<file path="config.mk">
export PLATFORM = sky130hd
export DESIGN_NAME = pipe_ctrl_flat
export DESIGN_NICKNAME = d
export VERILOG_FILES = /design/src/rtl/cpu_types_pkg.sv /design/src/rtl/pipe_ctrl_if.sv /design/src/rtl/pipe_ctrl_sat_cnt.sv /design/src/rtl/pipe_ctrl.sv /design/src/flat_wrapper.sv
export SDC_FILE = /design/constraint.sdc
export NUM_CORES = 1
export LEC_CHECK = 0
export CAP_MARGIN = 20
export CORE_MARGIN = 1.5
export CORE_UTILIZATION = 30
export CTS_CLUSTER_SIZE = 8
export DETAILED_ROUTE_END_ITERATION = 8
export PLACE_DENSITY = 0.73
export SLEW_MARGIN = 20
export SYNTH_ARGS = -nofsm -noshare
export SYNTH_HDL_FRONTEND = slang
export SYNTH_SLANG_ARGS = --single-unit
</file>
<file path="constraint.sdc">
create_clock -name CLK -period 5 [get_ports CLK]
set_input_delay 1.5 -clock CLK [delete_from_list [all_inputs] [get_ports CLK]]
set_output_delay 1.5 -clock CLK [all_outputs]
set_load 0.02 [all_outputs]
</file>
<file path="src/rtl/cpu_types_pkg.sv">
// Shared CPU pipeline types: register index, hazard-controller state, load-use test.
package cpu_types_pkg;

  typedef logic [4:0] regbits_t;

  typedef enum logic [1:0] {
    RUN     = 2'd0,
    MEMWAIT = 2'd1,
    BUBBLE  = 2'd2,
    HALTED  = 2'd3
  } pipe_ctrl_state_t;

  typedef logic [1:0] bub_cnt_t;

  // Register 0 is hard-wired zero, so a load targeting it can never create a hazard.
  function automatic logic load_use(input logic     ex_dren,
                                    input regbits_t ex_wsel,
                                    input regbits_t rs,
                                    input regbits_t rt);
    return ex_dren && (ex_wsel != '0) && ((ex_wsel == rs) || (ex_wsel == rt));
  endfunction

endpackage

</file>
<file path="src/rtl/pipe_ctrl_if.sv">
// Hazard-controller bundle: pipeline status towards the controller, enables/flushes back.
interface pipe_ctrl_if;
  import cpu_types_pkg::*;

  logic     ihit;
  logic     dhit;
  regbits_t id_rs;
  regbits_t id_rt;
  logic     ex_dREN;
  regbits_t ex_wsel;
  logic     ex_jmp;
  logic     mem_dREN;
  logic     mem_dWEN;
  logic     wb_halt;

  logic     pc_en;
  logic     ifid_en;
  logic     idex_en;
  logic     exmem_en;
  logic     memwb_en;
  logic     ifid_flush;
  logic     idex_flush;
  logic     exmem_flush;
  logic     memwb_flush;
  logic     halt_o;

  // Controller side.
  modport master (
    input  ihit, dhit, id_rs, id_rt, ex_dREN, ex_wsel, ex_jmp, mem_dREN, mem_dWEN, wb_halt,
    output pc_en, ifid_en, idex_en, exmem_en, memwb_en,
           ifid_flush, idex_flush, exmem_flush, memwb_flush, halt_o
  );

  // Pipeline side.
  modport slave (
    output ihit, dhit, id_rs, id_rt, ex_dREN, ex_wsel, ex_jmp, mem_dREN, mem_dWEN, wb_halt,
    input  pc_en, ifid_en, idex_en, exmem_en, memwb_en,
           ifid_flush, idex_flush, exmem_flush, memwb_flush, halt_o
  );

endinterface

</file>
<file path="src/rtl/pipe_ctrl_sat_cnt.sv">
// Saturating event counter: increments on inc, sticks at all-ones, cleared by nRST.
module pipe_ctrl_sat_cnt #(
  parameter int CNT_W = 32
) (
  input  logic             CLK,
  input  logic             nRST,
  input  logic             inc,
  output logic [CNT_W-1:0] cnt
);

  localparam logic [CNT_W-1:0] ONE = {{(CNT_W-1){1'b0}}, 1'b1};

  always_ff @(posedge CLK or negedge nRST) begin
    if (!nRST) begin
      cnt <= '0;
    end else if (inc && (cnt != '1)) begin
      cnt <= cnt + ONE;
    end
  end

endmodule

</file>
<file path="src/rtl/pipe_ctrl.sv">
// Pipeline hazard controller: enables/flushes are combinational from state and stage status; state moves on CLK.
// Optional PIPE_CTRL_PERF_EN adds saturating stall/flush counters.
module pipe_ctrl
  import cpu_types_pkg::*;
#(
  parameter int LU_BUBBLES = 1,
  parameter int CNT_W      = 32
) (
  input  logic             CLK,
  input  logic             nRST,
  pipe_ctrl_if.master      pif
`ifdef PIPE_CTRL_PERF_EN
  ,
  output logic [CNT_W-1:0] stall_cnt,
  output logic [CNT_W-1:0] flush_cnt
`endif
);

  if (LU_BUBBLES < 1 || LU_BUBBLES > 3 || CNT_W < 1) begin : g_param_check
    $error("pipe_ctrl: LU_BUBBLES must be 1..3 and CNT_W >= 1");
  end

  localparam bub_cnt_t LU_EXTRA = bub_cnt_t'(LU_BUBBLES - 1);

  pipe_ctrl_state_t state, state_nxt;
  bub_cnt_t         bub_cnt, bub_cnt_nxt;

  logic memwait;
  logic lu_hazard;
  logic pc_en, ifid_en, idex_en, exmem_en, memwb_en;
  logic ifid_flush, idex_flush, exmem_flush, memwb_flush;

  assign memwait   = (pif.mem_dREN | pif.mem_dWEN) & ~pif.dhit;
  assign lu_hazard = load_use(pif.ex_dREN, pif.ex_wsel, pif.id_rs, pif.id_rt);

  always_comb begin
    pc_en       = 1'b0;
    ifid_en     = 1'b0;
    idex_en     = 1'b0;
    exmem_en    = 1'b0;
    memwb_en    = 1'b0;
    ifid_flush  = 1'b0;
    idex_flush  = 1'b0;
    exmem_flush = 1'b0;
    memwb_flush = 1'b0;
    if (!nRST || state == HALTED) begin
      // frozen
    end else if (memwait) begin
      memwb_en    = 1'b1;
      memwb_flush = 1'b1;
    end else if (pif.ex_jmp) begin
      pc_en      = 1'b1;
      ifid_en    = 1'b1;
      ifid_flush = 1'b1;
      idex_en    = 1'b1;
      idex_flush = 1'b1;
      exmem_en   = 1'b1;
      memwb_en   = 1'b1;
    end else if (lu_hazard || bub_cnt != '0) begin
      // A pending bubble count may survive a MEMWAIT detour, so test the count rather than the state.
      idex_en    = 1'b1;
      idex_flush = 1'b1;
      exmem_en   = 1'b1;
      memwb_en   = 1'b1;
    end else if (!pif.ihit) begin
      ifid_en    = 1'b1;
      ifid_flush = 1'b1;
      idex_en    = 1'b1;
      exmem_en   = 1'b1;
      memwb_en   = 1'b1;
    end else begin
      pc_en    = 1'b1;
      ifid_en  = 1'b1;
      idex_en  = 1'b1;
      exmem_en = 1'b1;
      memwb_en = 1'b1;
    end
  end

  always_comb begin
    state_nxt   = state;
    bub_cnt_nxt = bub_cnt;
    if (state == HALTED) begin
      state_nxt = HALTED;
    end else if (pif.wb_halt) begin
      state_nxt   = HALTED;
      bub_cnt_nxt = '0;
    end else if (memwait) begin
      state_nxt = MEMWAIT;
    end else if (pif.ex_jmp) begin
      state_nxt   = RUN;
      bub_cnt_nxt = '0;
    end else if (bub_cnt != '0) begin
      bub_cnt_nxt = bub_cnt - 2'd1;
      state_nxt   = (bub_cnt == 2'd1) ? RUN : BUBBLE;
    end else if (lu_hazard && LU_BUBBLES > 1) begin
      state_nxt   = BUBBLE;
      bub_cnt_nxt = LU_EXTRA;
    end else begin
      state_nxt = RUN;
    end
  end

  always_ff @(posedge CLK or negedge nRST) begin
    if (!nRST) begin
      state   <= RUN;
      bub_cnt <= '0;
    end else begin
      state   <= state_nxt;
      bub_cnt <= bub_cnt_nxt;
    end
  end

  assign pif.pc_en       = pc_en;
  assign pif.ifid_en     = ifid_en;
  assign pif.idex_en     = idex_en;
  assign pif.exmem_en    = exmem_en;
  assign pif.memwb_en    = memwb_en;
  assign pif.ifid_flush  = ifid_flush;
  assign pif.idex_flush  = idex_flush;
  assign pif.exmem_flush = exmem_flush;
  assign pif.memwb_flush = memwb_flush;
  assign pif.halt_o      = (state == HALTED);

`ifdef PIPE_CTRL_PERF_EN
  logic stall_inc;
  logic flush_inc;

  // ifid_flush together with ex_jmp can only come from the branch path.
  assign stall_inc = ~pc_en & (state != HALTED);
  assign flush_inc = ifid_flush & pif.ex_jmp;

  pipe_ctrl_sat_cnt #(.CNT_W(CNT_W)) u_stall_cnt (
    .CLK  (CLK),
    .nRST (nRST),
    .inc  (stall_inc),
    .cnt  (stall_cnt)
  );

  pipe_ctrl_sat_cnt #(.CNT_W(CNT_W)) u_flush_cnt (
    .CLK  (CLK),
    .nRST (nRST),
    .inc  (flush_inc),
    .cnt  (flush_cnt)
  );
`endif

endmodule

</file>
<file path="src/flat_wrapper.sv">
// flat-port wrapper written by rule: the top's interface ports become plain ports
module pipe_ctrl_flat import cpu_types_pkg::*;
#(
  parameter int LU_BUBBLES = 1,
  parameter int CNT_W      = 32
)
  (CLK, nRST, pif_ihit, pif_dhit, pif_id_rs, pif_id_rt, pif_ex_dREN, pif_ex_wsel, pif_ex_jmp, pif_mem_dREN, pif_mem_dWEN, pif_wb_halt, pif_pc_en, pif_ifid_en, pif_idex_en, pif_exmem_en, pif_memwb_en, pif_ifid_flush, pif_idex_flush, pif_exmem_flush, pif_memwb_flush, pif_halt_o);
  pipe_ctrl_if pif_i ();
  input  logic CLK;
  input  logic nRST;
  input wire logic [$bits(pif_i.ihit)-1:0] pif_ihit;
  input wire logic [$bits(pif_i.dhit)-1:0] pif_dhit;
  input wire logic [$bits(pif_i.id_rs)-1:0] pif_id_rs;
  input wire logic [$bits(pif_i.id_rt)-1:0] pif_id_rt;
  input wire logic [$bits(pif_i.ex_dREN)-1:0] pif_ex_dREN;
  input wire logic [$bits(pif_i.ex_wsel)-1:0] pif_ex_wsel;
  input wire logic [$bits(pif_i.ex_jmp)-1:0] pif_ex_jmp;
  input wire logic [$bits(pif_i.mem_dREN)-1:0] pif_mem_dREN;
  input wire logic [$bits(pif_i.mem_dWEN)-1:0] pif_mem_dWEN;
  input wire logic [$bits(pif_i.wb_halt)-1:0] pif_wb_halt;
  output wire logic [$bits(pif_i.pc_en)-1:0] pif_pc_en;
  output wire logic [$bits(pif_i.ifid_en)-1:0] pif_ifid_en;
  output wire logic [$bits(pif_i.idex_en)-1:0] pif_idex_en;
  output wire logic [$bits(pif_i.exmem_en)-1:0] pif_exmem_en;
  output wire logic [$bits(pif_i.memwb_en)-1:0] pif_memwb_en;
  output wire logic [$bits(pif_i.ifid_flush)-1:0] pif_ifid_flush;
  output wire logic [$bits(pif_i.idex_flush)-1:0] pif_idex_flush;
  output wire logic [$bits(pif_i.exmem_flush)-1:0] pif_exmem_flush;
  output wire logic [$bits(pif_i.memwb_flush)-1:0] pif_memwb_flush;
  output wire logic [$bits(pif_i.halt_o)-1:0] pif_halt_o;
  assign pif_i.ihit = pif_ihit;
  assign pif_i.dhit = pif_dhit;
  assign pif_i.id_rs = pif_id_rs;
  assign pif_i.id_rt = pif_id_rt;
  assign pif_i.ex_dREN = pif_ex_dREN;
  assign pif_i.ex_wsel = pif_ex_wsel;
  assign pif_i.ex_jmp = pif_ex_jmp;
  assign pif_i.mem_dREN = pif_mem_dREN;
  assign pif_i.mem_dWEN = pif_mem_dWEN;
  assign pif_i.wb_halt = pif_wb_halt;
  assign pif_pc_en = pif_i.pc_en;
  assign pif_ifid_en = pif_i.ifid_en;
  assign pif_idex_en = pif_i.idex_en;
  assign pif_exmem_en = pif_i.exmem_en;
  assign pif_memwb_en = pif_i.memwb_en;
  assign pif_ifid_flush = pif_i.ifid_flush;
  assign pif_idex_flush = pif_i.idex_flush;
  assign pif_exmem_flush = pif_i.exmem_flush;
  assign pif_memwb_flush = pif_i.memwb_flush;
  assign pif_halt_o = pif_i.halt_o;
  pipe_ctrl #(.LU_BUBBLES(LU_BUBBLES), .CNT_W(CNT_W)) u_core (.CLK(CLK), .nRST(nRST), .pif(pif_i));
endmodule
</file>
* After elaboration in Yosys (flattened, before gate mapping)
Index checks and enable logic that the tools add are counted.
** Storage, ports and cells
- Output and inout bits :: 10
- Input bits :: 24
- Flip-flop bits (word level) :: 4
** Cells by class
- Bitwise gates (word level) :: 4
- Reduce and logical (&&, ||, !) cells :: 10
- Multiplexer cells :: 33
- Equality and inequality tests :: 5
- Add/subtract/negate cells :: 1
** Operator list (number)
- two-way mux 1 bit :: 23
- two-way mux 2 bit :: 10
- == test 5 bit :: 2
- nonzero test 5 bit :: 1
- logical OR 1 bit :: 3
- AND reduction 3 bit :: 1
- nonzero test 3 bit :: 1
- == test 2 x 1 -> 1 bit, second input constant :: 1
- == test 2 bit, second input constant :: 1
- logical AND 1 bit :: 2
- != test 2 bit, second input constant :: 1
- inverter 1 bit :: 2
- nonzero test 2 bit :: 1
- subtractor 2 x 1 -> 2 bit, second input constant :: 1
- bitwise AND 1 bit :: 1
- logical NOT 1 bit :: 1
- bitwise OR 1 bit :: 1

* Logic depth before layout (Yosys ltp)
Gate-level depths: netlist of run 1.
- Depth after elaboration :: 8
- Mapped depth :: 6
- Mapped depth without buffers :: 6

* Worst setup path after synthesis of run 1
No wires, ideal clock.
- Path type :: input to output
- From :: input port nRST
- To :: output port pif_pc_en
- Arrival time :: 2.774 ns
- Slack :: 0.726 ns
- Stages on the path :: 5
- Path buffers :: 0
- Required time :: 3.500 ns
- Path through :: a21boi_1 > nand2_1 > clkinv_1 > nand3_1 > o211ai_1
** On the way
- Word-level cells in the longest chain between the ends :: 3
** RTL lines
- start, declared :: line flat_wrapper.sv:10 : input logic nRST;
- logical NOT 1 bit :: line pipe_ctrl.sv:46 : if (!nRST || state == HALTED) begin
- logical OR 1 bit :: line pipe_ctrl.sv:46
- two-way mux 1 bit :: line pipe_ctrl.sv:46
- end, declared :: line flat_wrapper.sv:21 : output wire logic [$bits(pif_i.pc_en)-1:0] pif_pc_en;
Every way passes these cells.

* Worst setup path after layout of run 1
- From :: input port pif_ex_wsel[3]
- To :: output port pif_idex_flush
** On the way
- Word-level cells in the longest chain between the ends :: 8
- Elaborated cells on any way between the ends :: 11
- Those cells by class :: 2 x eq/ne; 4 x mux; 5 x reduce/logical
** RTL lines
- start, declared :: line flat_wrapper.sv:16 : input wire logic [$bits(pif_i.ex_wsel)-1:0] pif_ex_wsel;
- == test 5 bit / nonzero test 5 bit (equally long branches) :: line cpu_types_pkg.sv:20 : return ex_dren && (ex_wsel != '0) && ((ex_wsel == rs) || (ex_wsel == rt));
- logical OR 1 bit / logical AND 1 bit (equally long branches) :: line cpu_types_pkg.sv:20
- logical AND 1 bit (*) :: line cpu_types_pkg.sv:20
- logical OR 1 bit (*) :: line pipe_ctrl.sv:59 : end else if (lu_hazard || bub_cnt != '0) begin
- two-way mux 1 bit (*) :: line pipe_ctrl.sv:59
- two-way mux 1 bit (*) :: line pipe_ctrl.sv:51 : end else if (pif.ex_jmp) begin
- two-way mux 1 bit (*) :: line pipe_ctrl.sv:48 : end else if (memwait) begin
- two-way mux 1 bit (*) :: line pipe_ctrl.sv:46
- end, declared :: line flat_wrapper.sv:27 : output wire logic [$bits(pif_i.idex_flush)-1:0] pif_idex_flush;
Mark *: on every way between the ends. The rest lies on a longest branch, timed or not.

==> results of run 1 <==
-- through the flow --
stage / cells / TNS (ps) / util / hold WS [ps]
floorplan: 62 / 0 / - / 481
detailed placement: 115 / -5.35 / 0.572 / 527
global placement: 115 / 0 / 0.572 / 494
finish: 118 / 0 / 0.590 / 526
global route: 118 / 0 / 0.590 / 552
CTS: 118 / 0 / 0.587 / 535
-- sequential cells by signal, indices dropped and copies added (netlist names) --
| signal | flops |
|---|---|
| u_core.bub_cnt | 2 |
| u_core.state | 2 |
-- per-layer routing --
layer	global-route usage	share of wire
met1	0.184	0.44
met2	0.267	0.50
met3	0.0723	0.054
met4	0.0375	0
met5	0	0
-- critical path: stages --
cell and delay [ps]:
clkdlybuf4s50_1 440, or4_4 540, o21ai_4 180, nor2_2 40
a21bo_1 180, clkdlybuf4s50_1 530
-- cells by family (layout without fill, tap and decap cells) --
group                      count (synthesis)  after routing  share of synthesized area
adders and majority gates                  2              2                     0.0528
DFF                                        4              4                      0.211
AOI/OAI and AO/OA                         12             12                      0.185
xor gates and xnor gates                  10             10                      0.185
muxes                                      2              2                     0.0475
buffers and inverters                      8             48                     0.0791
other                                      1              1                    0.00791
and+or+nand+nor                           23             23                      0.232
-- final timing paths --
| check | endpoint | slack (ps) | cells after the start |
|---|---|---|---|
| max | pif_idex_flush | 90 | 6 |
| min | u_core.bub_cnt[1]$_DFFE_PN0P_ | 530 | 1 |
| max reg2reg | u_core.bub_cnt[0]$_DFFE_PN0P_ | 3440 | 6 |
| min reg2reg | u_core.bub_cnt[1]$_DFFE_PN0P_ | 530 | 1 |
| max in group asynchronous | u_core.bub_cnt[0]$_DFFE_PN0P_ | 3340 | 2 |
| min in group asynchronous | u_core.state[1]$_DFF_PN0_ | 1560 | 2 |
-- power by group through the flow --
stage	Combinational (W)	Clock, W	Sequential, W
after CTS	0.0000710	0.0000409	0.0000419
after global placement	0.0000679	0	0.0000418
final	0.0000700	0.0000392	0.0000418
after floorplan	0.0000374	0	0.0000410
after global routing	0.0000796	0.0000443	0.0000425
after detailed placement	0.0000706	0	0.0000423
-- layout make-up --
type | instances | area [µm²]
timing repair buffer | 39 | 377
fill | 134 | 611
inverter | 6 | 22.5
multi-input combinational | 50 | 337
sequential | 4 | 100
clock buffer | 3 | 22.5
tap | 16 | 20.0
-- cells in the final DEF, fill, tap and decap left out, types with 2 or more instances in the layout --
master	instances
clkdlybuf4s50_1	29
xnor2_1	10
nand2_1	9
buf_4	7
inv_1	5
nand3_1	4
dfrtp_1	4
nor2_1	3
nor3_1	3
clkbuf_4	3
o21ai_0	2
o211ai_1	2
a21oi_1	2
mux2_2	2
ha_1	2
dlymetal6s2s_1	2
==> flow_summary.yaml, run 1 <==
run_status:
  status: "completed"
finish:
  nets: 130
  drive_above_1_share: 0.147
  area_growth_pct: 85.2
  n_antenna_cell: 0
  final_area_um2: 878
grt:
  antenna_found_initial: 0
  grt_pass1_wl_mm: 2.18
  grt_start_max_net_pins: 10
  grtUsageTotal: 0.160
  grt-ovfl-total: 0
  first_global_vias: 508
yosys:
  synthArstFlopShare: 1.00
  yosysSeqAreaShare: 0.211
  syn-instance-count: 62
  ys.flop_type: "dfrtp_1"
  synth_top_cell_by_area: "dfrtp_1"
  synth_cell_types: 25
  synth.top_cells.by_area: "dfrtp_1 21%, xnor2_1 18%, nand2_1 7.1%, ha_1 5.3%, mux2_2 4.7%"
  mappedNetlistArea_um2: 474
  synth_common_cells: "10 x xnor2_1, 9 x nand2_1, 5 x inv_1"
  ys_ff_latch: 4
  synthDominantCellAreaShare: 0.211
  synth_edf_count: 0
  ys_warn_count: 0
  synth_fp_nets: 88
  syn_area_per_cell_um2: 7.65
  synth_most_common_cell: "xnor2_1"
route:
  vias: 571
  detail-route-antenna-nets: 0
  viasPerCell: 4.84
  avgRoutedWirePerCell_um: 11.1
  drt_first_pass_iters: 4
  wl_mm: 1.30
  drt_drc_violations_left: 0
  drt_first_iter_violations: 13
sta:
  rsz0062_at_grt: "false"
  fin_crit_ps: 4910
  fmax_ghz: 0.203
  slew_violations: 0
  clock_skew_ps: 4.02
  setup_viol: 0
  post-route-period-util: 0.983
  layout_setup_ws_ps: 85.6
  finalHoldViolCount: 0
placed_design:
  placed_area_um2: 852
  hpwlAfterDp_mm: 1.16
  preCtsSetupSlack_ps: -5.35
  numPortBuffers: 32
  gp_congestion: 0.751
die:
  dieArea_um2: 1830
  coreArea_um2: 1490
  ios: 34
  die_w_um: 42.8
  rows: 14
  initial_core_util: 0.318
  die_y_um: 42.8
clocking:
  clock_latency_ps: 230
  clockBufferDepth: 2
  clkTransAtPathRegs_ps: 30
  cts_root_buf: "clkbuf_4"
  cts-buffers-inserted: 3
  cts_hold_buf: 0
  ctsResizeCount: 1
  cts_tree: "yes"
  cts_setup_buffers: 0
  cts-htree-levels: 1
  cts_sinks: 4
critical_path:
  crit_start: "pif_ex_wsel[3]"
  crit_type: "in -> out"
  r2r-start: "u_core.bub_cnt[0]$_DFFE_PN0P_"
  arrival_ps: 3410
  critPathLaunchType: "primary input"
  cp.required_ps: 3500
  end_kind: "primary output"
  crit_path_max_fanout: 4
power_and_ir_drop:
  p_leak_nw: 0.389
  p_int_w: 0.000104
  switching_power_w: 0.0000473
  p_comb_frac: 0.463
  sw_frac_of_total: 0.313
  p_seq_frac: 0.277
  total_power_w: 0.000151
  pwr-share-clk: 0.260
  p_per_area_nw_per_um2: 172
  vdd_ir_drop_max_mv: 0.189
worst_hold_path:
  holdCritPathClass: "reg -> reg"
  hold_start: "u_core.bub_cnt[1]$_DFFE_PN0P_"
run:
  max-cap-violations: 0
Note: power is estimated with default switching activity, not from simulation.
==> run 2, diff against run 1 <==
--- a/config.mk
+++ b/config.mk
@@ -11,6 +11,6 @@
 export CTS_CLUSTER_SIZE = 8
 export DETAILED_ROUTE_END_ITERATION = 8
-export PLACE_DENSITY = 0.73
-export SLEW_MARGIN = 20
+export PLACE_DENSITY = 0.72
+export SLEW_MARGIN = 30
 export SYNTH_ARGS = -nofsm -noshare
 export SYNTH_HDL_FRONTEND = slang
==> constraint.sdc (replaced) <==
create_clock -name CLK -period 5 [get_ports CLK]
set_input_delay 1.5 -clock CLK [delete_from_list [all_inputs] [get_ports CLK]]
set_output_delay 1.5 -clock CLK [all_outputs]
set_load 0.005 [all_outputs]
==> run 2 against run 1 <==
  * Total power shrank 1.1%
  * Hold slack lost 24 ps
  * Sequential power shrank 1%
  * Cell count shrank 1.7%
  * Critical path type unchanged
==> flow_summary.yaml, run 2 (synthesis gave the netlist of run 1 again) <==
finish:
  largestRegisters: "u_core.bub_cnt: 2 flops, u_core.state: 2 flops"
  n_antenna_cell: 0
  final_cell_mix: "32 x clkdlybuf4s50_1, 10 x xnor2_1, 9 x nand2_1, 5 x inv_1, 5 x buf_4"
  area_growth_pct: 81.3
  final_area_um2: 860
  final_common_cell: "clkdlybuf4s50_1"
  nets: 128
  fillers: 142
  drive_above_1_share: 0.130
power_and_ir_drop:
  total_power_w: 0.000149
  vdd_ir_drop_max_mv: 0.114
  p_per_area_nw_per_um2: 174
  p_comb_frac: 0.450
  p_leak_nw: 0.336
  pwr-share-clk: 0.273
  p_int_w: 0.000103
  switching_power_w: 0.0000463
  p_seq_frac: 0.277
  sw_frac_of_total: 0.310
critical_path:
  max_stage_delay_ps: 550
  cp_slowest_cell: "or4_4"
  cp.required_ps: 3500
  path_common_cell: "clkdlybuf4s50_1"
  end_kind: "primary output"
  crit_type: "in -> out"
  crit_path_max_fanout: 4
  crit_chain: "clkdlybuf4s50_1 > or4_4 > o21ai_4 > nand4_1 > o211ai_1 > clkdlybuf4s50_1"
  critPathLaunchType: "primary input"
  arrival_ps: 3400
sta:
  slew_violations: 0
  setup_tns_ps: 0
  finalHoldViolCount: 0
  rsz0062_at_grt: "false"
  post-route-period-util: 0.980
  setup_viol: 0
  clock_skew_ps: 6.00
  fin_crit_ps: 4900
  fmax_ghz: 0.204
  layout_setup_ws_ps: 97.7
route:
  avgRoutedWirePerCell_um: 11.4
  drt_drc_violations_left: 0
  viasPerCell: 4.78
  wl_met3_um: 62
  drt_first_iter_violations: 6
  detail-route-antenna-nets: 0
  wl_mm: 1.32
  top_layer: "met4"
  route.met2.wl_um: 666
  drt_first_pass_iters: 4
  vias: 555
  wl_met1_um: 578
placed_design:
  numPortBuffers: 32
  placed_area_um2: 837
  preCtsSetupSlack_ps: 97.1
  hpwlAfterDp_mm: 1.19
  gp_congestion: 0.762
clocking:
  cts-htree-levels: 1
  cts_setup_buffers: 0
  cts_hold_buf: 0
  cts_root_buf: "clkbuf_4"
  cts_tree: "yes"
  clock_latency_ps: 240
  clockBufferDepth: 2
  cts_sinks: 4
  cts-buffers-inserted: 3
  clkTransAtPathRegs_ps: 30
  ctsResizeCount: 0
die:
  initial_core_util: 0.318
  coreArea_um2: 1490
  ios: 34
  rows: 14
  die_y_um: 42.8
  dieArea_um2: 1830
  die_w_um: 42.8
worst_hold_path:
  holdCritPathClass: "reg -> reg"
grt:
  first_global_vias: 497
  grtUsageTotal: 0.158
  grt_start_max_net_pins: 10
  antenna_found_initial: 0
  grt_pass1_wl_mm: 2.13
  grt-ovfl-total: 0
run:
  max-cap-violations: 0
run_status:
  status: "completed"
-- run 2: path summary, 6_finish.rpt --
kind                                               start                       endpoint  slack, ps  depth (start not counted)
max                                       pif_ex_wsel[1]                      pif_pc_en        100                          6
min                        u_core.bub_cnt[1]$_DFFE_PN0P_  u_core.bub_cnt[1]$_DFFE_PN0P_        500                          1
max reg2reg                u_core.bub_cnt[0]$_DFFE_PN0P_  u_core.bub_cnt[0]$_DFFE_PN0P_       3460                          6
min reg2reg                u_core.bub_cnt[1]$_DFFE_PN0P_  u_core.bub_cnt[1]$_DFFE_PN0P_        500                          1
max in group asynchronous                           nRST  u_core.bub_cnt[0]$_DFFE_PN0P_       3340                          2
min in group asynchronous                           nRST      u_core.state[1]$_DFF_PN0_       1550                          2
-- run 2: area by class of cell --
type / instances / area, µm² / area share
Inverter: 6 / 22.5 / 0.0262
Tap cell: 16 / 20.0 / 0.0233
Timing Repair Buffer: 37 / 358 / 0.416
Multi-Input combinational cell: 50 / 337 / 0.392
Clock buffer: 3 / 22.5 / 0.0262
Sequential cell: 4 / 100 / 0.116
-- run 2: critical path: cells and delay by family --
kind	cells	cell delay [ps]
AO/OA/AOI/OAI	2	290
AND/OR/NAND/NOR	2	660
buffers and inverters	2	960
-- run 2: layer usage --
layer,global-route usage,up-vias
met2,0.258,13
met4,0.0750,0
met1,0.194,254
met5,0,-
met3,0.0340,2
li1,-,286
-- run 2: power groups by stage --
| stage | clock [W] | combinational, W | sequential (W) |
|---|---|---|---|
| floorplan | 0 | 0.0000368 | 0.0000410 |
| global placement | 0 | 0.0000669 | 0.0000417 |
| detailed placement | 0 | 0.0000676 | 0.0000421 |
| CTS | 0.0000420 | 0.0000678 | 0.0000416 |
| global route | 0.0000440 | 0.0000766 | 0.0000426 |
| finish | 0.0000408 | 0.0000671 | 0.0000413 |
-- run 2: stage by stage --
step                      instances  hold WS (ps)  utilization
after floorplan                  62           481            -
after global placement          113           495        0.562
after detailed placement        113           501        0.562
after CTS                       116           509        0.577
after global routing            116           528        0.577
final                           116           502        0.577
==> run 3, diff against run 2 <==
Settings changed: CORE_UTILIZATION 30 to 36, PLACE_DENSITY 0.72 to 0.84.
==> run 3 against run 2 <==
  * Maximum frequency decreased by 0.19%
  * Register-to-register slack about the same
  * Sequential power about the same
  * Critical path depth unchanged
  * Highest routed layer unchanged
  * Total power about the same
==> flow_summary.yaml, run 3 (synthesis gave the netlist of run 1 again) <==
clocking:
  clock_latency_ps: 240
  cts_root_buf: "clkbuf_4"
  cts-buffers-inserted: 3
  cts-htree-levels: 1
  cts_tree: "yes"
  clkTransAtPathRegs_ps: 30
  clockBufferDepth: 2
  ctsResizeCount: 0
  cts_hold_buf: 0
  cts_setup_buffers: 0
  cts_sinks: 4
route:
  avgRoutedWirePerCell_um: 11.9
  drt_first_pass_iters: 4
  vias: 543
  viasPerCell: 4.76
  wl_mm: 1.35
  detail-route-antenna-nets: 0
  drt_drc_violations_left: 0
  drt_first_iter_violations: 13
die:
  dieArea_um2: 1540
  initial_core_util: 0.405
  coreArea_um2: 1170
  ios: 34
  rows: 12
  die_w_um: 39.3
  die_y_um: 39.3
finish:
  final_area_um2: 860
  fin_cells: 114
  drive_above_1_share: 0.130
  n_antenna_cell: 0
  final_cell_mix: "31 x clkdlybuf4s50_1, 10 x xnor2_1, 9 x nand2_1, 5 x inv_1, 5 x buf_4"
  nets: 128
  multi_input_area_um2: 337
  fillers: 102
  area_growth_pct: 81.3
  largestRegisters: "u_core.bub_cnt: 2 flops, u_core.state: 2 flops"
  final_common_cell: "clkdlybuf4s50_1"
  final-seq-area_um2: 100
power_and_ir_drop:
  sw_frac_of_total: 0.312
  p_int_w: 0.000103
  p_leak_nw: 0.355
  vdd_ir_drop_max_mv: 0.149
  total_power_w: 0.000149
  p_seq_frac: 0.278
  p_comb_frac: 0.451
  switching_power_w: 0.0000465
  pwr-share-clk: 0.271
  p_per_area_nw_per_um2: 174
sta:
  post-route-period-util: 0.982
  finalHoldViolCount: 0
  setup_viol: 0
  rsz0062_at_grt: "false"
  slew_violations: 0
  setup_tns_ps: 0
  fin_crit_ps: 4910
  clock_skew_ps: 7.32
  fmax_ghz: 0.204
  hold_slack_ps: 501
critical_path:
  end_kind: "primary output"
  cp.required_ps: 3500
  crit_path_max_fanout: 4
  reg2reg_slack_ps: 3450
  r2r-start: "u_core.bub_cnt[0]$_DFFE_PN0P_"
  critPathLaunchType: "primary input"
  crit_type: "in -> out"
  crit_start: "pif_ex_wsel[1]"
  r2r_end: "u_core.bub_cnt[1]$_DFFE_PN0P_"
  worstRegToRegCells: 6
  arrival_ps: 3410
  critPathCapture: "pif_ifid_en"
placed_design:
  numPortBuffers: 32
  place_inst: 111
  gp_congestion: 0.780
  hpwlAfterDp_mm: 1.15
  placed_area_um2: 835
grt:
  grt_start_max_net_pins: 10
  grtUsageTotal: 0.195
  antenna_found_initial: 0
  grt-ovfl-total: 0
  first_global_vias: 504
  grt_pass1_wl_mm: 2.00
worst_hold_path:
  hold_path_depth: 1
  holdCritPathClass: "reg -> reg"
run:
  max-cap-violations: 0
run_status:
  status: "completed"
[run 3: cell types whose count changed in the layout (fill, tap and decap cells not counted), sizes merged]
cell,before,now
dlymetal6s2s,0,1
clkdlybuf4s50,32,31
[run 3: layer usage]
layer	vias to the layer above	wire (µm)	GRT usage
met5	-	0	0
met4	0	12	0.0431
met3	2	102	0.0795
met2	23	688	0.333
met1	235	550	0.224
li1	283	-	-
[run 3: final cells by class]
class                   count  area share
inverters                   6      0.0262
well taps                  14      0.0204
multi-input cells          50       0.392
clock buffers               3      0.0262
flip-flops and latches      4       0.116
repair buffers             37       0.419
[run 3: worst min path at each step]
| stage | startpoint | to | slack [ps] |
|---|---|---|---|
| 2_1_floorplan | u_core.bub_cnt[1]$_DFFE_PN0P_ | u_core.bub_cnt[1]$_DFFE_PN0P_ | 480 |
| 3_3_place_gp | u_core.bub_cnt[1]$_DFFE_PN0P_ | u_core.bub_cnt[1]$_DFFE_PN0P_ | 490 |
| 3_5_place_dp | u_core.bub_cnt[1]$_DFFE_PN0P_ | u_core.bub_cnt[1]$_DFFE_PN0P_ | 500 |
| 4_1_cts | u_core.bub_cnt[1]$_DFFE_PN0P_ | u_core.bub_cnt[1]$_DFFE_PN0P_ | 510 |
| 5_1_grt | u_core.bub_cnt[1]$_DFFE_PN0P_ | u_core.bub_cnt[1]$_DFFE_PN0P_ | 530 |
| 6_report | u_core.bub_cnt[1]$_DFFE_PN0P_ | u_core.bub_cnt[1]$_DFFE_PN0P_ | 500 |
[run 3: per-stage QoR]
stage	worst slack [ps]	utilization
4_1_cts	52.4	0.732
5_1_grt	62.1	0.734
2_1_floorplan	1080	-
6_report	88.6	0.734
3_3_place_gp	129	0.713
3_5_place_dp	55.2	0.713
[run 3: worst max-delay path, stage by stage]
cell and delay [ps]:
clkdlybuf4s50_1 440, or4_4 560, o21ai_4 180, nor2_1 60, a21oi_1 140, clkdlybuf4s50_1 530
[run 3: power by group through the flow]
| stage | registers, W | logic (W) | clock network [W] |
|---|---|---|---|
| 2_1_floorplan | 0.0000410 | 0.0000368 | 0 |
| 5_1_grt | 0.0000424 | 0.0000753 | 0.0000433 |
| 4_1_cts | 0.0000415 | 0.0000678 | 0.0000424 |
| 6_report | 0.0000415 | 0.0000674 | 0.0000405 |
| 3_3_place_gp | 0.0000416 | 0.0000664 | 0 |
| 3_5_place_dp | 0.0000420 | 0.0000673 | 0 |
==> RTL edit 1: new RTL, flow settings as in run 2 <==
Encoding of `pipe_ctrl_state_t`: now one-hot (4 bits for 4 states).
--- a/src/rtl/cpu_types_pkg.sv
+++ b/src/rtl/cpu_types_pkg.sv
@@ -3,11 +3,11 @@
 
   typedef logic [4:0] regbits_t;
 
-  typedef enum logic [1:0] {
-    RUN     = 2'd0,
-    MEMWAIT = 2'd1,
-    BUBBLE  = 2'd2,
-    HALTED  = 2'd3
+  typedef enum logic [3:0] {
+    RUN     = 4'b0001,
+    MEMWAIT = 4'b0010,
+    BUBBLE  = 4'b0100,
+    HALTED  = 4'b1000
   } pipe_ctrl_state_t;
 
   typedef logic [1:0] bub_cnt_t;
Behaviour: same outputs for any inputs over 10 cycles, from zero or initial values and one cycle with nRST low; not proved beyond that.
==> RTL edit 1 against run 2 <==
Cell area is 14% higher; largest cell class is now multi-input gates; clock skew is 0.0054 ns lower; synthesized area is 22% higher; critical path type unchanged; sequential cell count is 2 higher; first-iteration DRC count is 17% higher; core utilization is 2.1 points lower; worst hold slack better by 0.040 ns; routed wire length is 3.0% higher; worst setup slack better by 0.014 ns; critical path depth stayed put.
Power is not compared: it rests on default switching activity, and its combinational part moved more than twofold at a synthesized area within 25%.
==> RTL edit 1: results (changes against run 2) <==
clock transition at the registers of the reported paths 0.05 ns (was 0.03 ns); ys async rst share 100% (unchanged); outcome finished clean (unchanged); syn nets 93 (was 88); Clock Path Buffers 2 (unchanged); Max Clock Skew 0.000556 ns (was 0.00600 ns); met3 usage 1.92% (was 3.40%); Port-buffer cells 32 (unchanged); Worst VDD drop 150 µV; Area contributors post-synth dfrtp_1 22%, xnor2_1 15%, dfstp_2 4.5% (was dfrtp_1 21%, xnor2_1 18%, nand2_1 7.1%); Ys Warns 0 (unchanged); synth unique cells 31 (was 25); leakage 0.454 nW; Hold Crit Class flip-flop to flip-flop (unchanged); vias in the first global route 574 (was 497); initial antenna violation count 0 (unchanged); hpwl dp 1180 µm (was 1190 µm); Filler cells 183 (was 142); critical path data arrival time 3.39 ns (was 3.40 ns); total gr overflow 0 (unchanged); sequential cell area fraction in the yosys report 26.1% (was 21.1%); Vias/cell 4.64 (was 4.78); first-pass GRT wire length 2170 µm (was 2130 µm); GPL Wtd Cong 0.750 (was 0.762); gr usage total 13.4% (was 15.8%); Max-Cap Viols 0 (unchanged); Setup Fix Bufs, Post-CTS 0 (unchanged); CTS Buf Count 3 (unchanged); 1st-pass router iterations 4 (unchanged); grt met1 use 16.1% (was 19.4%); top post-synthesis cells by count 10 x xnor2_1, 6 x nand2_1 (was 10 x xnor2_1, 9 x nand2_1, 5 x inv_1); Root Driver clkbuf_4 (unchanged); post-place instance area 950 µm² (was 837 µm²); final WL 1360 µm (was 1320 µm); met2 GRT Util 23.8% (was 25.8%); biggest registers after layout u_core.state: 4 flops, u_core.bub_cnt: 2 flops (was u_core.bub_cnt: 2 flops, u_core.state: 2 flops); # resized after CTS 0 (unchanged); number of H-tree levels 1 (unchanged); # diodes 0 (unchanged); layout cell share with drive strength beyond 1 13.2% (was 13.0%); Clk Latency, worst-skew pair 0.24 ns (about the same); area share of the largest cell type after synthesis 21.6% (was 21.1%); largest net degree at the start of global routing 9 (was 10); Max Fanout on Critical Path 4 (unchanged); Final nets 133 (was 128); DRT iter0 DRCs 7 (was 6)
-- RTL edit 1: area by class of cell --
cell class / count / area [µm²] / share of cell area [%]
tap: 25 / 31.3 / 3.19
clock buffer: 4 / 26.3 / 2.68
sequential: 6 / 151 / 15.4
timing repair buffer: 38 / 370 / 37.8
multi-input combinational: 53 / 383 / 39.0
inverter: 5 / 18.8 / 1.91
-- RTL edit 1: worst max-delay path, stage by stage --
cell and delay, ns:
clkdlybuf4s50_1 0.42, or4_4 0.56, o21ai_4 0.19, a31oi_1 0.10, o21ai_0 0.09, clkdlybuf4s50_1 0.54
-- RTL edit 1: cells by family (layout without fill, tap and decap cells) --
logic type | Yosys count | in the layout | synth area share, %
AOI/OAI and AO/OA | 15 | 15 | 17.7
xor gates and xnor gates | 10 | 10 | 15.1
adders and majority gates | 2 | 2 | 4.32
buffers and inverters | 8 | 47 | 7.77
DFF | 6 | 6 | 26.1
muxes | 1 | 1 | 1.73
other | 1 | 1 | 0.647
and+or+nand+nor | 24 | 24 | 26.6
-- RTL edit 1: per-stage QoR --
step           total power, mW  setup slack [ns]  std cells
4_1_cts                  0.287            0.0341        131
5_1_grt                  0.307            0.0430        131
2_1_floorplan            0.166             0.950         67
3_3_place_gp             0.229            0.0481        127
3_5_place_dp             0.235            0.0435        127
6_report                 0.282             0.112        131
-- RTL edit 1: path summary, 6_finish.rpt --
path | startpoint | endpoint | slack [ns] | cells after the start
setup / recovery | pif_ex_wsel[1] | pif_ifid_flush | 0.11 | 6
hold / removal | u_core.bub_cnt[0]$_DFFE_PN0P_ | u_core.bub_cnt[0]$_DFFE_PN0P_ | 0.54 | 2
setup reg to reg | u_core.bub_cnt[0]$_DFFE_PN0P_ | u_core.bub_cnt[0]$_DFFE_PN0P_ | 3.48 | 5
hold reg to reg | u_core.bub_cnt[0]$_DFFE_PN0P_ | u_core.bub_cnt[0]$_DFFE_PN0P_ | 0.54 | 2
max in group asynchronous | nRST | u_core.bub_cnt[1]$_DFFE_PN0P_ | 3.26 | 2
min in group asynchronous | nRST | u_core.state[2]$_DFF_PN0_ | 1.63 | 2
-- RTL edit 1: report_power, final --
part / internal (mW) / switching (mW) / total (mW)
clock network: 0.0303 / 0.0181 / 0.0483
logic: 0.0889 / 0.0712 / 0.160
registers: 0.0630 / 0.0105 / 0.0735
total: 0.182 / 0.0997 / 0.282
-- RTL edit 1: per-layer routing --
layer	vias up	part of all wire, %
met2	32	51
met5	-	0
met1	264	43
li1	312	-
met3	0	7.0
met4	0	0
==> RTL edit 2: new RTL, flow settings as in run 2 <==
Without the edit above. Reset style: synchronous (`nRST`), changed in one clocked block.
--- a/src/rtl/pipe_ctrl.sv
+++ b/src/rtl/pipe_ctrl.sv
@@ -101,7 +101,7 @@
     end
   end
 
-  always_ff @(posedge CLK or negedge nRST) begin
+  always_ff @(posedge CLK) begin
     if (!nRST) begin
       state   <= RUN;
       bub_cnt <= '0;
Check against the original RTL: differs if nRST is asserted again (counterexample within 4 cycles, from zero or initial values and one cycle with nRST low); with nRST held inactive, the same outputs for 10 cycles.
==> RTL edit 2 against run 2 <==
Routed wire length decreased by 13%; first-iteration DRC count shrank 50%; power decreased by 7.5%; count of clock-buffer cells in the layout stayed put; synthesized area fell by 0.26%; sequential cell count is the same; worst setup slack better by 0.015 ns; critical path depth unchanged; cell area is 2.5% lower.
==> RTL edit 2: results (changes against run 2) <==
gr usage total 14.5% (was 15.8%); ys async rst share 0% (was 100%); top post-synthesis cells by count 10 x xnor2_1, 7 x nand2_1, 6 x a21oi_1, 6 x inv_1 (was 10 x xnor2_1, 9 x nand2_1, 5 x inv_1); Reg2Reg Depth 5 (was 6); Vias/cell 4.72 (was 4.78); multiplexer share of the synthesized area 0% (was 4.75%); final WL 1160 µm (was 1320 µm); layout cell share with drive strength beyond 1 7.84% (was 13.0%); outcome finished clean (unchanged); sequential cell area fraction in the yosys report 16.9% (was 21.1%); DRT iter0 DRCs 3 (was 6); Compound-Gate Fraction of Synth Area 22.2% (was 18.5%); Area contributors post-synth xnor2_1 19%, dfxtp_1 17%, a21oi_1 6.3% (was dfrtp_1 21%, xnor2_1 18%, nand2_1 7.1%); Worst VDD drop 64.8 µV (was 114 µV); hpwl dp 1040 µm (was 1190 µm); GPL Wtd Cong 0.794 (was 0.762); syn nets 93 (was 88); Primary FF master, synth dfxtp_1 (was dfrtp_1); first-pass GRT wire length 2000 µm (was 2130 µm); critical path data arrival time 3.39 ns (was 3.40 ns); Crit path largest cell delay 0.52 ns (was 0.55 ns); Post-Synth XOR/XNOR Area 18.5% (about the same); hold endpoint u_core.bub_cnt[1]$_SDFFE_PN0P_ (was u_core.bub_cnt[1]$_DFFE_PN0P_); synth unique cells 24 (was 25); reg-to-reg slack, setup 3.51 ns (was 3.46 ns); Max Clock Skew 0.00162 ns (was 0.00600 ns); Filler cells 153 (was 142); crit path launch pif_ex_wsel[2] (was pif_ex_wsel[1]); Final nets 130 (was 128); Synth Area in Adders 5.29% (was 5.28%); 1st-pass router iterations 3 (was 4); reg2reg start u_core.bub_cnt[0]$_SDFFE_PN0P_ (was u_core.bub_cnt[0]$_DFFE_PN0P_); vias in the first global route 524 (was 497); leakage 0.332 nW (was 0.336 nW)
[RTL edit 2: layout make-up]
class / count / area [µm²] / share of cell area [%]
flip-flops and latches: 4 / 80.1 / 9.55
repair buffers: 35 / 343 / 40.9
clock buffers: 3 / 22.5 / 2.69
inverters: 6 / 22.5 / 2.69
multi-input cells: 54 / 350 / 41.8
well taps: 16 / 20.0 / 2.39
[RTL edit 2: through the flow]
step                      area, µm²  hold WS (ns)  utilization [%]  instances  setup slack [ns]
after floorplan                 473         0.450                -         67              1.07
after global placement          816         0.465             54.8        115             0.120
after detailed placement        816         0.476             54.8        115            0.0980
after CTS                       838         0.483             56.3        118            0.0985
after global routing            838         0.513             56.3        118            0.0334
final                           838         0.480             56.3        118             0.113
[RTL edit 2: worst max path at each step]
stage | cells past startpoint | endpoint
6_report | 6 | pif_pc_en
5_1_grt | 6 | pif_ifid_en
3_3_place_gp | 6 | pif_pc_en
3_5_place_dp | 6 | pif_pc_en
2_1_floorplan | 4 | pif_idex_flush
4_1_cts | 6 | pif_pc_en
[RTL edit 2: worst reg2reg max path, stage by stage (launching register included)]
cell and delay (ns):
dfxtp_1 0.36, inv_1 0.06, ha_1 0.27, or3_1 0.29, or3_1 0.30, a21oi_1 0.14
[RTL edit 2: kinds of logic (layout without fill, tap and decap cells)]
kind of cell,Yosys count,after routing
AOI/OAI and AO/OA,16,16
DFF,4,4
other,1,1
adders and majority gates,2,2
buffers and inverters,9,44
xor gates and xnor gates,10,10
and+or+nand+nor,25,25
[RTL edit 2: power by group through the flow]
stage,registers [mW],logic [mW],clock network [mW]
after floorplan,0.0352,0.0280,0
final,0.0350,0.0642,0.0388
after global routing,0.0353,0.0707,0.0428
after global placement,0.0354,0.0643,0
after detailed placement,0.0354,0.0651,0
after CTS,0.0350,0.0652,0.0407
[RTL edit 2: per-layer routing]
| metal | share of wire, % | track usage (%) | up-vias | wire, µm |
|---|---|---|---|---|
| li1 | - | - | 297 | - |
| met5 | 0 | 0 | - | 0 |
| met3 | 6.1 | 3.83 | 0 | 71 |
| met4 | 0 | 7.50 | 0 | 0 |
| met2 | 56 | 27.0 | 22 | 650 |
| met1 | 37 | 14.4 | 238 | 433 |
